$ cat src/rtl/assign_2.sv
// ----------------------------------------------------------------------------
// assign_2 : serial pattern-detecting lock
//
// Watches a one-bit serial stream and pulses 'unlock' for one cycle each time
// the most recently received bits equal PATTERN (MSB is received first).
// Overlapping occurrences are detected using the KMP failure rule, so the
// tail of one match can start the next one.
//
// Parameters
//   PATTERN_LEN : pattern length in bits (2..16)
//   PATTERN     : unlock code, MSB = first bit received, LSB = last bit
//
// Ports
//   clk    : clock, all state changes on the rising edge
//   reset  : asynchronous active-low reset (0 = clear immediately)
//   d      : serial data, one bit sampled per rising edge
//   unlock : registered Moore output, high while the state is S_PATTERN_LEN
// ----------------------------------------------------------------------------
module assign_2 #(
    parameter int                     PATTERN_LEN = 5,
    parameter logic [PATTERN_LEN-1:0] PATTERN     = 5'b01110
) (
    input  logic clk,
    input  logic reset,
    input  logic d,
    output logic unlock
);

    // State register width: enough to hold match counts 0..PATTERN_LEN.
    localparam int SW = $clog2(PATTERN_LEN + 1);

    // One SW-bit entry per (state, input bit) pair.
    localparam int TW = 2 * (PATTERN_LEN + 1) * SW;

    localparam logic [SW-1:0] S_IDLE = '0;
    localparam logic [SW-1:0] S_FULL = SW'(PATTERN_LEN);

    // Builds the complete transition table at elaboration time. For every
    // state k and input bit b the next state is the longest j such that the
    // first j pattern bits equal the last j bits of (first k pattern bits, b).
    // Trying j up to k+1 covers the simple "advance" case as well as the
    // failure-rule fallback, so one search handles both.
    function automatic logic [TW-1:0] build_table();
        logic [TW-1:0] tbl;
        int            best;
        int            pos;
        logic          ok;
        logic          sbit;
        tbl = '0;
        for (int k = 0; k <= PATTERN_LEN; k++) begin
            for (int b = 0; b < 2; b++) begin
                best = 0;
                for (int j = 1; j <= PATTERN_LEN; j++) begin
                    if (j <= k + 1) begin
                        ok = 1'b1;
                        for (int i = 0; i < j; i++) begin
                            pos = k + 1 - j + i;
                            if (pos < k)
                                sbit = PATTERN[PATTERN_LEN-1-pos];
                            else
                                sbit = (b != 0);
                            if (PATTERN[PATTERN_LEN-1-i] != sbit)
                                ok = 1'b0;
                        end
                        if (ok)
                            best = j;
                    end
                end
                tbl[(k*2+b)*SW +: SW] = SW'(best);
            end
        end
        return tbl;
    endfunction

    localparam logic [TW-1:0] NEXT_TABLE = build_table();

    // The state is the match counter itself: S_k holds the value k.
    logic [SW-1:0] state;
    logic [SW-1:0] state_next;

    // Table lookup for the next state. Encodings above PATTERN_LEN are never
    // reached in normal operation and are steered back to S0.
    always_comb begin
        state_next = S_IDLE;
        for (int k = 0; k <= PATTERN_LEN; k++) begin
            if (state == SW'(k)) begin
                if (d)
                    state_next = NEXT_TABLE[(k*2+1)*SW +: SW];
                else
                    state_next = NEXT_TABLE[(k*2)*SW +: SW];
            end
        end
    end

    // State and output register. 'unlock' is registered from the next-state
    // value so it always equals (state == S_FULL) and never sees 'd'
    // combinationally; both clear together on reset.
    always_ff @(posedge clk or negedge reset) begin
        if (!reset) begin
            state  <= S_IDLE;
            unlock <= 1'b0;
        end else begin
            state  <= state_next;
            unlock <= (state_next == S_FULL);
        end
    end

endmodule

$ cat config.mk
export PLATFORM = sky130hd
export DESIGN_NAME = assign_2
export DESIGN_NICKNAME = d
export VERILOG_FILES = /design/src/rtl/assign_2.sv
export SDC_FILE = /design/constraint.sdc
export NUM_CORES = 1
export LEC_CHECK = 0
export CORE_AREA = 2 2 39 41
export CTS_BUF_LIST = sky130_fd_sc_hd__clkbuf_4
export DETAILED_ROUTE_END_ITERATION = 10
export DIE_AREA = 0 0 41 43
export PLACE_DENSITY = 0.3
export REMOVE_ABC_BUFFERS = 1
export SYNTH_ARGS = -nofsm -noshare
export SYNTH_HDL_FRONTEND = slang
export SYNTH_SLANG_ARGS = --single-unit
$ cat constraint.sdc
create_clock -name clk -period 0.81 [get_ports clk]
set_input_delay 0.081 -clock clk [delete_from_list [all_inputs] [get_ports clk]]
set_output_delay 0.081 -clock clk [all_outputs]
set_load 0.005 [all_outputs]
* Yosys cells after proc, flatten, opt, wreduce, memory -nomap -nowiden
Cells that the tools add are included.
** Storage, ports and cells
- Register bits :: 4
- Latch bits :: 0
- Bits in writable memories :: 0
- Memory bits (read-only) :: 0
- Input bits :: 3
- Output and inout bits :: 1
- Logic and storage cells :: 20
- Memories :: 0
** Operators by class
- Add/sub/neg operators :: 0
- Multipliers :: 0
- Divide/modulo/power cells :: 0
- Magnitude comparators :: 0
- Equal/unequal tests :: 6
- Shift-type cells :: 0
- Multiplexer cells :: 11
- Bitwise gates (word level) :: 0
- Reduce and logical (&&, ||, !) cells :: 1
** Operators by type and width (count)
- $mux W3 :: 8
- $eq A3 B3 Y1 const B :: 3
- $eq A3 B2 Y1 const B :: 2
- $mux W2 :: 2
- $eq A3 B1 Y1 const B :: 1
- $logic_not A3 Y1 :: 1
- $mux W1 :: 1

* Depth between registers and ports, before layout
Gate-level depths: netlist of run 1.
- Depth in word-level cells :: 8
- Gate-level depth with buffers :: 2
- Mapped depth without buffers :: 2

* Least setup slack after synthesis of run 1
Ideal clock, no wire load.
- Path kind :: register to register
- Start :: register state[0]
- End :: register state[2]
- Setup time :: 0.067 ns
- Data arrival time :: 0.782 ns
- Data required time :: 0.743 ns
- Setup slack :: -0.039 ns
- Stages on the path, launching flop included :: 3
- Buffers on the path :: 0
- Cells stage by stage :: dfrtp_1 > nor4b_2 > nand2b_1
** Between the ends
- Cells in the longest elaborated chain, start to end :: 6
** RTL lines
- start, declared :: line 78 : logic [SW-1:0] state;
- start signal, assigned :: line 103 : state <= state_next;
- $eq A3 B1 Y1 :: line 86 : if (state == SW'(k)) begin
- $mux W3 (4 in series) :: line 86
- $mux W3 (*) :: line 86
- named net state_next[2] :: line 79 : logic [SW-1:0] state_next;
The timed path passes the listed nets; every way through them passes the cells marked *.

* Worst setup path after layout of run 1
- Start :: register state[1]
- End :: register state[2]
The elaborated chain is that of the path after synthesis.

==> out/metrics.cfg, run 1 <==
[run_status]
outcome = complete, but fails checks
failed_checks = negative setup slack

[finish]
syn2layout_area_growth_pct = 56.8
n_antenna_cell = 0
nets = 25
drive_gt1_frac = 0.500
post-route-util = 0.187

[yosys]
synth_top_area_share = 0.606
async_reset_ff_frac = 1.00
seq_area_frac_synth = 0.606
syn_area_per_cell_um2 = 13.8
syn_area_um2 = 165
ys.flop_type = dfrtp_1
netlist_instances = 12
synth_cell_types = 8
synth_edf_count = 0
ys_warn_count = 0
synth_most_common_cell = dfrtp_1
netlist_top_cells_count = dfrtp_1, nand2b_1
synthTopCellsByArea = dfrtp_1, nor4b_2, nand2b_1
ys_ff_latch = 4
synth_top_cell_by_area = dfrtp_1

[grt]
grt_max_degree = 6
grt_overflow_total = 0
antenna_found_initial = 0
grt_usage = 0.0553
grt_pass1_wl_um = 552
grt_pass1_vias = 140

[flow_run]
cap_violations = 0

[worst_setup_path]
required_ps = 980
r2r_setup_slack_ps = -70
reg2reg_depth = 2
crit_arrival_ps = 1060
path_class = register to register
crit_path_end = state[2]
crit_fanout = 5
crit_path_start = state[1]
start_kind = register
regToRegEndpoint = state[2]
r2r_start = state[1]
end_kind = register

[timing]
drv_slew = 0
slew_headroom = 0.858
post-route-min-period_ps = 883
rsz0062_at_grt = yes
tightest_slew_ps = 213
hold_viol = 0
tns_ps = -154
finalCritPeriodShare = 1.09
fin_skew_ps = 4.98
fin_ws_ps = -72.6
fmax_mhz = 1130
setup_viol = 3

[die]
start_util = 0.119
num_io_pins = 4
die_w_um = 41
core_area_um2 = 1380
die_height_um = 43
rows = 14
die_area_um2 = 1760

[detailed_routing]
drt_iter0_drc = 3
wl_per_cell_um = 9.06
drt-pass1-iter-count = 2
ant_nets = 0
vias = 127
drc = 0
totalWireLength_um = 326
vias_per_cell = 3.53

[cts]
clock_latency_ps = 240
clock_sinks = 4
cts_tree = built
cts_max_path_buffers = 2
path_clk_slew_ps = 40
htree_levels = 1
hold_buffers = 0
cts_buffers = 3
root_buffer = clkbuf_4

[pwr]
power.total_uw = 532
max-vdd-ir-drop_uv = 692
p_leak_uw = 0.000109
cellPowerDensity_nw_per_um2 = 2050

[placed_design]
gp_congestion = 0.572
portBuffers = 3
pre_cts_slack_ps = -190
dpl.hpwl_um = 222

[worst_hold_path]
hold_path_class = input pin to async pin

-- per-layer routing --
layer	part of all wire	routed length (um)	global-route usage
met5	0	0	0
met4	0	0	0.0600
met3	0.11	36	0.0471
met2	0.48	155	0.0594
met1	0.41	134	0.0583
-- critical path, stage by stage (launching register included) --
cell	delay [ps]
dfrtp_1	410
nor4b_2	280
nand2b_1	130
-- logic make-up (layout without fill, tap and decap cells) --
group / after synthesis / count (layout) / share of synthesized area
AND/OR/NAND/NOR: 6 / 6 / 0.303
buffers and inverters: 0 / 8 / 0
AO/OA/AOI/OAI: 2 / 2 / 0.0909
flip-flops: 4 / 4 / 0.606
-- area by class of cell --
class / count / area [um2]
clock buffers: 3 / 22.5
fillers: 158 / 1120
multi-input cells: 8 / 75.1
flip-flops and latches: 4 / 101
well taps: 16 / 20.0
repair buffers: 5 / 40.0
-- cell usage in the layout (no fill, tap or decap), types with 2 or more instances in the layout --
cell,n
buf_4,2
clkbuf_4,3
dfrtp_1,3
clkdlybuf4s50_1,2
nand2b_1,2
-- metrics by stage --
| step | instance area [um2] | hold WS, ps | instances |
|---|---|---|---|
| floorplan | 165 | -215 | 12 |
| global placement | 230 | 294 | 33 |
| detailed placement | 230 | 297 | 33 |
| CTS | 258 | 44.0 | 36 |
| global route | 259 | 51.4 | 36 |
| finish | 259 | 48.5 | 36 |
-- power by group --
part	leakage, uW	switching [uW]	internal (uW)
Sequential	0.0000510	17.8	215
Combinational	0.0000441	19.0	35.8
Clock	0.0000138	79.3	165
Total	0.000109	116	416
-- flip-flops by register name, indices dropped and copies added, names as in the netlist --
register and cells:
unlock 1, state 3
-- repair_timing --
item	in CTS	in global routing
pin swaps	2	1
gates cloned	0	0
setup buffers	0	0
endpoints found under the setup margin	5	5
gates resized for setup	3	3
-- how the worst min path moves through the flow --
stage	start	end	slack (ps)
after detailed placement	reset	unlock	300
after global placement	reset	unlock	290
after floorplan	reset	state[0]	-210
final	reset	unlock	50
after global routing	reset	unlock	50
after CTS	reset	unlock	40
(Power assumes the default switching activity.)
==> inputs of run 2 (changes only) <==
CELL_PAD_IN_SITES_DETAIL_PLACEMENT = 1   (was not set)
CELL_PAD_IN_SITES_GLOBAL_PLACEMENT = 1   (was not set)
PLACE_DENSITY = 0.35   (was 0.3)
==> run 2 against run 1 <==
The flow still finishes with violations (negative setup slack); largest cell class unchanged; clock skew rose by 3.3 ps; die area stayed put; first-iteration DRC count decreased by 100%; clock power rose by 4%; non-clock buffer count is 2 higher; power grew 7.9%; via count is 19% higher; clock-buffer cell count is the same; cell area rose by 13%.
==> out/metrics.cfg, run 2 (synthesis gave the netlist of run 1 again) <==
[worst_setup_path]
r2r_setup_slack_ps = -100  ; -30 ps
crit_path_end = state[2]
crit_fanout = 5  ; unchanged
end_kind = register
r2r_start = state[1]
path_class = register to register
start_kind = register
regToRegEndpoint = state[2]
reg2reg_depth = 2  ; unchanged
required_ps = 990  ; about the same
crit_arrival_ps = 1090  ; +30 ps
crit_path_start = state[1]

[finish]
final_common_cell = buf_4
largestRegisters = state (3), unlock (1)
nets = 27  ; +8.0%
drive_gt1_frac = 0.636  ; +0.136
fin_area_um2 = 292  ; +13%
n_antenna_cell = 0  ; unchanged
largest_reg_flops = 3  ; unchanged
syn2layout_area_growth_pct = 76.5
largest_register = state
layout_common_cells = buf_4, clkbuf_4

[grt]
grt_pass1_wl_um = 627  ; +14%
grt_pass1_vias = 130  ; -7.1%
grt_overflow_total = 0  ; unchanged
grt_max_degree = 6  ; unchanged
grt_usage = 0.0733  ; +0.0180
antenna_found_initial = 0  ; unchanged

[die]
die_w_um = 41  ; unchanged
start_util = 0.119  ; unchanged
die_area_um2 = 1760  ; unchanged
rows = 14  ; unchanged
num_io_pins = 4  ; unchanged
core_area_um2 = 1380  ; unchanged
die_height_um = 43  ; unchanged

[placed_design]
dpl.hpwl_um = 219  ; -1.1%
portBuffers = 3  ; unchanged
pre_cts_slack_ps = -208  ; -18.0 ps
gp_congestion = 0.551  ; -3.7%
place_area_um2 = 223  ; -3.3%

[cts]
cts_max_path_buffers = 2  ; unchanged
root_buffer = clkbuf_4
htree_levels = 1  ; unchanged
path_clk_slew_ps = 40  ; about the same
clock_sinks = 4  ; unchanged
hold_buffers = 0  ; unchanged
cts_tree = built
clock_latency_ps = 240  ; about the same
cts_buffers = 3  ; unchanged

[pwr]
p_leak_uw = 0.000126  ; +15%
max-vdd-ir-drop_uv = 940  ; +36%
cellPowerDensity_nw_per_um2 = 1970  ; -4.1%

[detailed_routing]
vias = 151  ; +19%
route.met2.wl_um = 194  ; +25%
totalWireLength_um = 407  ; +25%
highest_layer = met4
met1_length_um = 154  ; +15%
drt_iter0_drc = 0  ; -3
drc = 0  ; unchanged
wl_per_cell_um = 10.7  ; +18%
vias_per_cell = 3.97  ; +13%
ant_nets = 0  ; unchanged
wl_met3_um = 39  ; +8.3%
drt-pass1-iter-count = 1  ; -1

[run_status]
failed_checks = negative setup slack
outcome = complete, but fails checks

[timing]
hold_viol = 0  ; unchanged
tightest_slew_ps = 196  ; -16.5 ps
post-route-min-period_ps = 910  ; +27.4 ps
fin_ws_ps = -100  ; -27.4 ps
setup_viol = 3  ; unchanged
rsz0062_at_grt = yes
tns_ps = -205  ; -50.6 ps
fin_skew_ps = 8.26  ; +3.28 ps
finalCritPeriodShare = 1.12  ; +0.0339
drv_slew = 0  ; unchanged
slew_headroom = 0.869  ; +0.0108
fmax_mhz = 1100  ; -3.0%

[flow_run]
cap_violations = 0  ; unchanged

[worst_hold_path]
hold_path_class = input pin to async pin

run 2: critical path: stages, from the launching register on:
cell	delay [ps]
dfrtp_2	440
nor4b_4	280
nand2b_1	140
run 2: per-layer routing:
| layer | up-vias | track usage |
|---|---|---|
| li1 | 66 | - |
| met1 | 74 | 0.0643 |
| met2 | 9 | 0.0625 |
| met3 | 2 | 0.0942 |
| met4 | 0 | 0.100 |
| met5 | - | 0 |
run 2: through the flow:
| stage | std cells | power (uW) | hold WS [ps] | util |
|---|---|---|---|---|
| 2_1_floorplan | 12 | 249 | -215 | - |
| 3_3_place_gp | 32 | 275 | 295 | 0.161 |
| 3_5_place_dp | 32 | 277 | 305 | 0.161 |
| 4_1_cts | 38 | 565 | 46.3 | 0.197 |
| 5_1_grt | 38 | 616 | 48.1 | 0.211 |
| 6_report | 38 | 574 | 43.2 | 0.211 |
run 2: how the worst min path moves through the flow:
| stage | endpoint | slack (ps) | cells past startpoint |
|---|---|---|---|
| 2_1_floorplan | state[0] | -210 | 0 |
| 3_3_place_gp | state[2] | 300 | 1 |
| 3_5_place_dp | unlock | 310 | 1 |
| 4_1_cts | unlock | 50 | 1 |
| 5_1_grt | unlock | 50 | 1 |
| 6_report | unlock | 40 | 1 |
run 2: final cells by class:
cell class / instances / area (um2)
Tap cell: 16 / 20.0
Multi-Input combinational cell: 8 / 91.3
Sequential cell: 4 / 103
Clock buffer: 3 / 22.5
Timing Repair Buffer: 7 / 55.1
Fill cell: 159 / 1090
run 2: timing repair:
item                                    in CTS  in global routing
gates resized for setup                      3                  7
buffers inserted                             3                  0
cloned                                       0                  0
endpoints found under the setup margin       5                  5
pin swaps                                    3                  2
run 2: report_power, final:
part	switching [uW]	leakage, uW	internal [uW]	total, uW
Sequential	21.6	0.0000497	216	237
Combinational	27.8	0.0000621	54.2	82.1
Clock	88.8	0.0000138	166	255
Total	138	0.000126	436	574
==> inputs of run 3 (changes only) <==
TNS_END_PERCENT = 1   (was not set)
==> run 3 against run 2 <==
The run still ends with negative setup slack left; register-to-register slack about the same; non-clock buffer count is 1 lower; hold slack worse by 0.86 ps; clock-buffer cell count stayed put; routed wire length is 15% lower; critical path type unchanged; global-route usage down 0.80 points; cell area shrank 8.6%; via count decreased by 8.6%; critical path depth did not move.
==> out/metrics.cfg, run 3 (synthesis gave the netlist of run 1 again) <==
[placed_design]
portBuffers = 3  ; unchanged
pre_cts_slack_ps = -208  ; unchanged
gp_congestion = 0.551  ; unchanged
dpl.hpwl_um = 219  ; unchanged
dp.cells = 32  ; unchanged

[pwr]
max-vdd-ir-drop_uv = 933  ; -0.82%
p_leak_uw = 0.000112  ; -11%
p_int_uw = 422  ; -3.2%
power_frac_seq = 0.428  ; +0.015
comb_power_share = 0.107  ; -0.036
cellPowerDensity_nw_per_um2 = 2060  ; +4.7%
p_sw_uw = 127  ; -7.8%
p_clk_frac = 0.465  ; +0.021
swShare = 0.232  ; -0.00873

[worst_setup_path]
crit_path_start = state[1]
crit_buf_inv = 0  ; unchanged
regToRegEndpoint = state[2]
end_kind = register
r2r_setup_slack_ps = -100  ; about the same
crit_path_end = state[2]
crit_slowest_cell = dfrtp_2
required_ps = 990  ; about the same
critPathMaxStageDelay_ps = 440  ; about the same
path_class = register to register
crit_arrival_ps = 1090  ; about the same
r2r_start = state[1]
crit_fanout = 6  ; +1
reg2reg_depth = 2  ; unchanged
critPathTopFamily = flip-flops
worstPathCellList = nor4b_4, nand2b_1
cp.depth = 2  ; unchanged
start_kind = register

[finish]
largestRegisters = state (3), unlock (1)
largest_register = state
nets = 26  ; -3.7%
n_antenna_cell = 0  ; unchanged
largest_reg_flops = 3  ; unchanged
multi_input_area_um2 = 73.8  ; -19%
num-fill-cells = 160  ; +0.63%
layout_common_cells = clkbuf_4, buf_4
drive_gt1_frac = 0.476  ; -0.160
regArea_um2 = 103  ; unchanged
finalNonFillerCells = 37  ; -2.6%
syn2layout_area_growth_pct = 61.4

[detailed_routing]
met1_length_um = 148  ; -3.9%
drc = 0  ; unchanged
ant_nets = 0  ; unchanged
wl_per_cell_um = 9.30  ; -13%
route.met2.wl_um = 135  ; -30%
vias = 138  ; -8.6%
vias_per_cell = 3.73  ; -6.1%
totalWireLength_um = 344  ; -15%
highest_layer = met4
drt-pass1-iter-count = 1  ; unchanged
wl_met3_um = 39  ; unchanged
drt_iter0_drc = 0  ; unchanged

[grt]
grt_pass1_vias = 123  ; -5.4%
grt_usage = 0.0653  ; -0.00803
antenna_found_initial = 0  ; unchanged
grt_overflow_total = 0  ; unchanged
grt_max_degree = 7  ; +1
grt_pass1_wl_um = 552  ; -12%

[die]
start_util = 0.119  ; unchanged
die_height_um = 43  ; unchanged
die_area_um2 = 1760  ; unchanged
rows = 14  ; unchanged
core_area_um2 = 1380  ; unchanged
num_io_pins = 4  ; unchanged
die_w_um = 41  ; unchanged

[timing]
slew_headroom = 0.869  ; about the same
post-route-min-period_ps = 910  ; +0.203 ps
fmax_mhz = 1100  ; about the same
fin_skew_ps = 8.46  ; +0.200 ps
drv_slew = 0  ; unchanged
setup_viol = 2  ; -1
tightest_slew_ps = 196  ; +0.154 ps
fin_ws_ps = -100  ; -0.203 ps
finalCritPeriodShare = 1.12  ; about the same
rsz0062_at_grt = yes
hold_viol = 0  ; unchanged

[cts]
htree_levels = 1  ; unchanged
cts_buffers = 3  ; unchanged
cts_max_path_buffers = 2  ; unchanged
cts_tree = built
clock_latency_ps = 240  ; about the same
hold_buffers = 0  ; unchanged
path_clk_slew_ps = 40  ; about the same
root_buffer = clkbuf_4
clock_sinks = 4  ; unchanged

[run_status]
outcome = complete, but fails checks
failed_checks = negative setup slack

[flow_run]
cap_violations = 0  ; unchanged

[worst_hold_path]
hold_path_class = input pin to async pin

==> run 3: metrics by stage <==
step | area (um2) | total power [uW] | setup TNS [ps] | util | hold WS [ps]
after floorplan | 165 | 249 | -47.7 | - | -215
after global placement | 223 | 275 | -577 | 0.161 | 295
after detailed placement | 223 | 277 | -605 | 0.161 | 305
after CTS | 260 | 556 | -256 | 0.188 | 46.3
after global routing | 267 | 590 | -385 | 0.193 | 48.1
final | 267 | 549 | -170 | 0.193 | 42.3
==> run 3: layer usage <==
| layer | global-route usage | vias to the layer above |
|---|---|---|
| li1 | - | 63 |
| met1 | 0.0547 | 64 |
| met2 | 0.0469 | 9 |
| met3 | 0.0942 | 2 |
| met4 | 0.100 | 0 |
| met5 | 0 | - |
==> run 3: worst min path at each step <==
stage | startpoint | endpoint | cells past startpoint
detailed placement | reset | unlock | 1
global route | reset | unlock | 1
finish | reset | unlock | 1
floorplan | reset | state[0] | 0
CTS | reset | unlock | 1
global placement | reset | state[2] | 1
==> run 3: final cells by class <==
type / count / area share
Clock buffer: 3 / 0.0845
Sequential cell: 4 / 0.385
Timing Repair Buffer: 6 / 0.178
Tap cell: 16 / 0.0751
Multi-Input combinational cell: 8 / 0.277
==> run 3: timing repair <==
action | 4_1_cts | 5_1_grt
setup buffers | 2 | 0
cloned | 0 | 0
setup endpoints to repair | 5 | 5
endpoints found under the hold margin | 0 | 0
resized for setup | 2 | 4
pin swaps | 3 | 1
==> run 3: power groups by stage <==
stage | Clock [uW] | Combinational (uW) | Sequential, uW
after floorplan | 0 | 20.7 | 229
after global routing | 287 | 65.2 | 238
after CTS | 268 | 58.0 | 231
after detailed placement | 0 | 43.8 | 233
after global placement | 0 | 42.5 | 232
final | 256 | 58.5 | 235
==> run 3: worst reg2reg max path, delay by kind of cell (launching register included) <==
kind / cells / cell delay (ps)
AND/OR/NAND/NOR: 2 / 410
flip-flops: 1 / 440
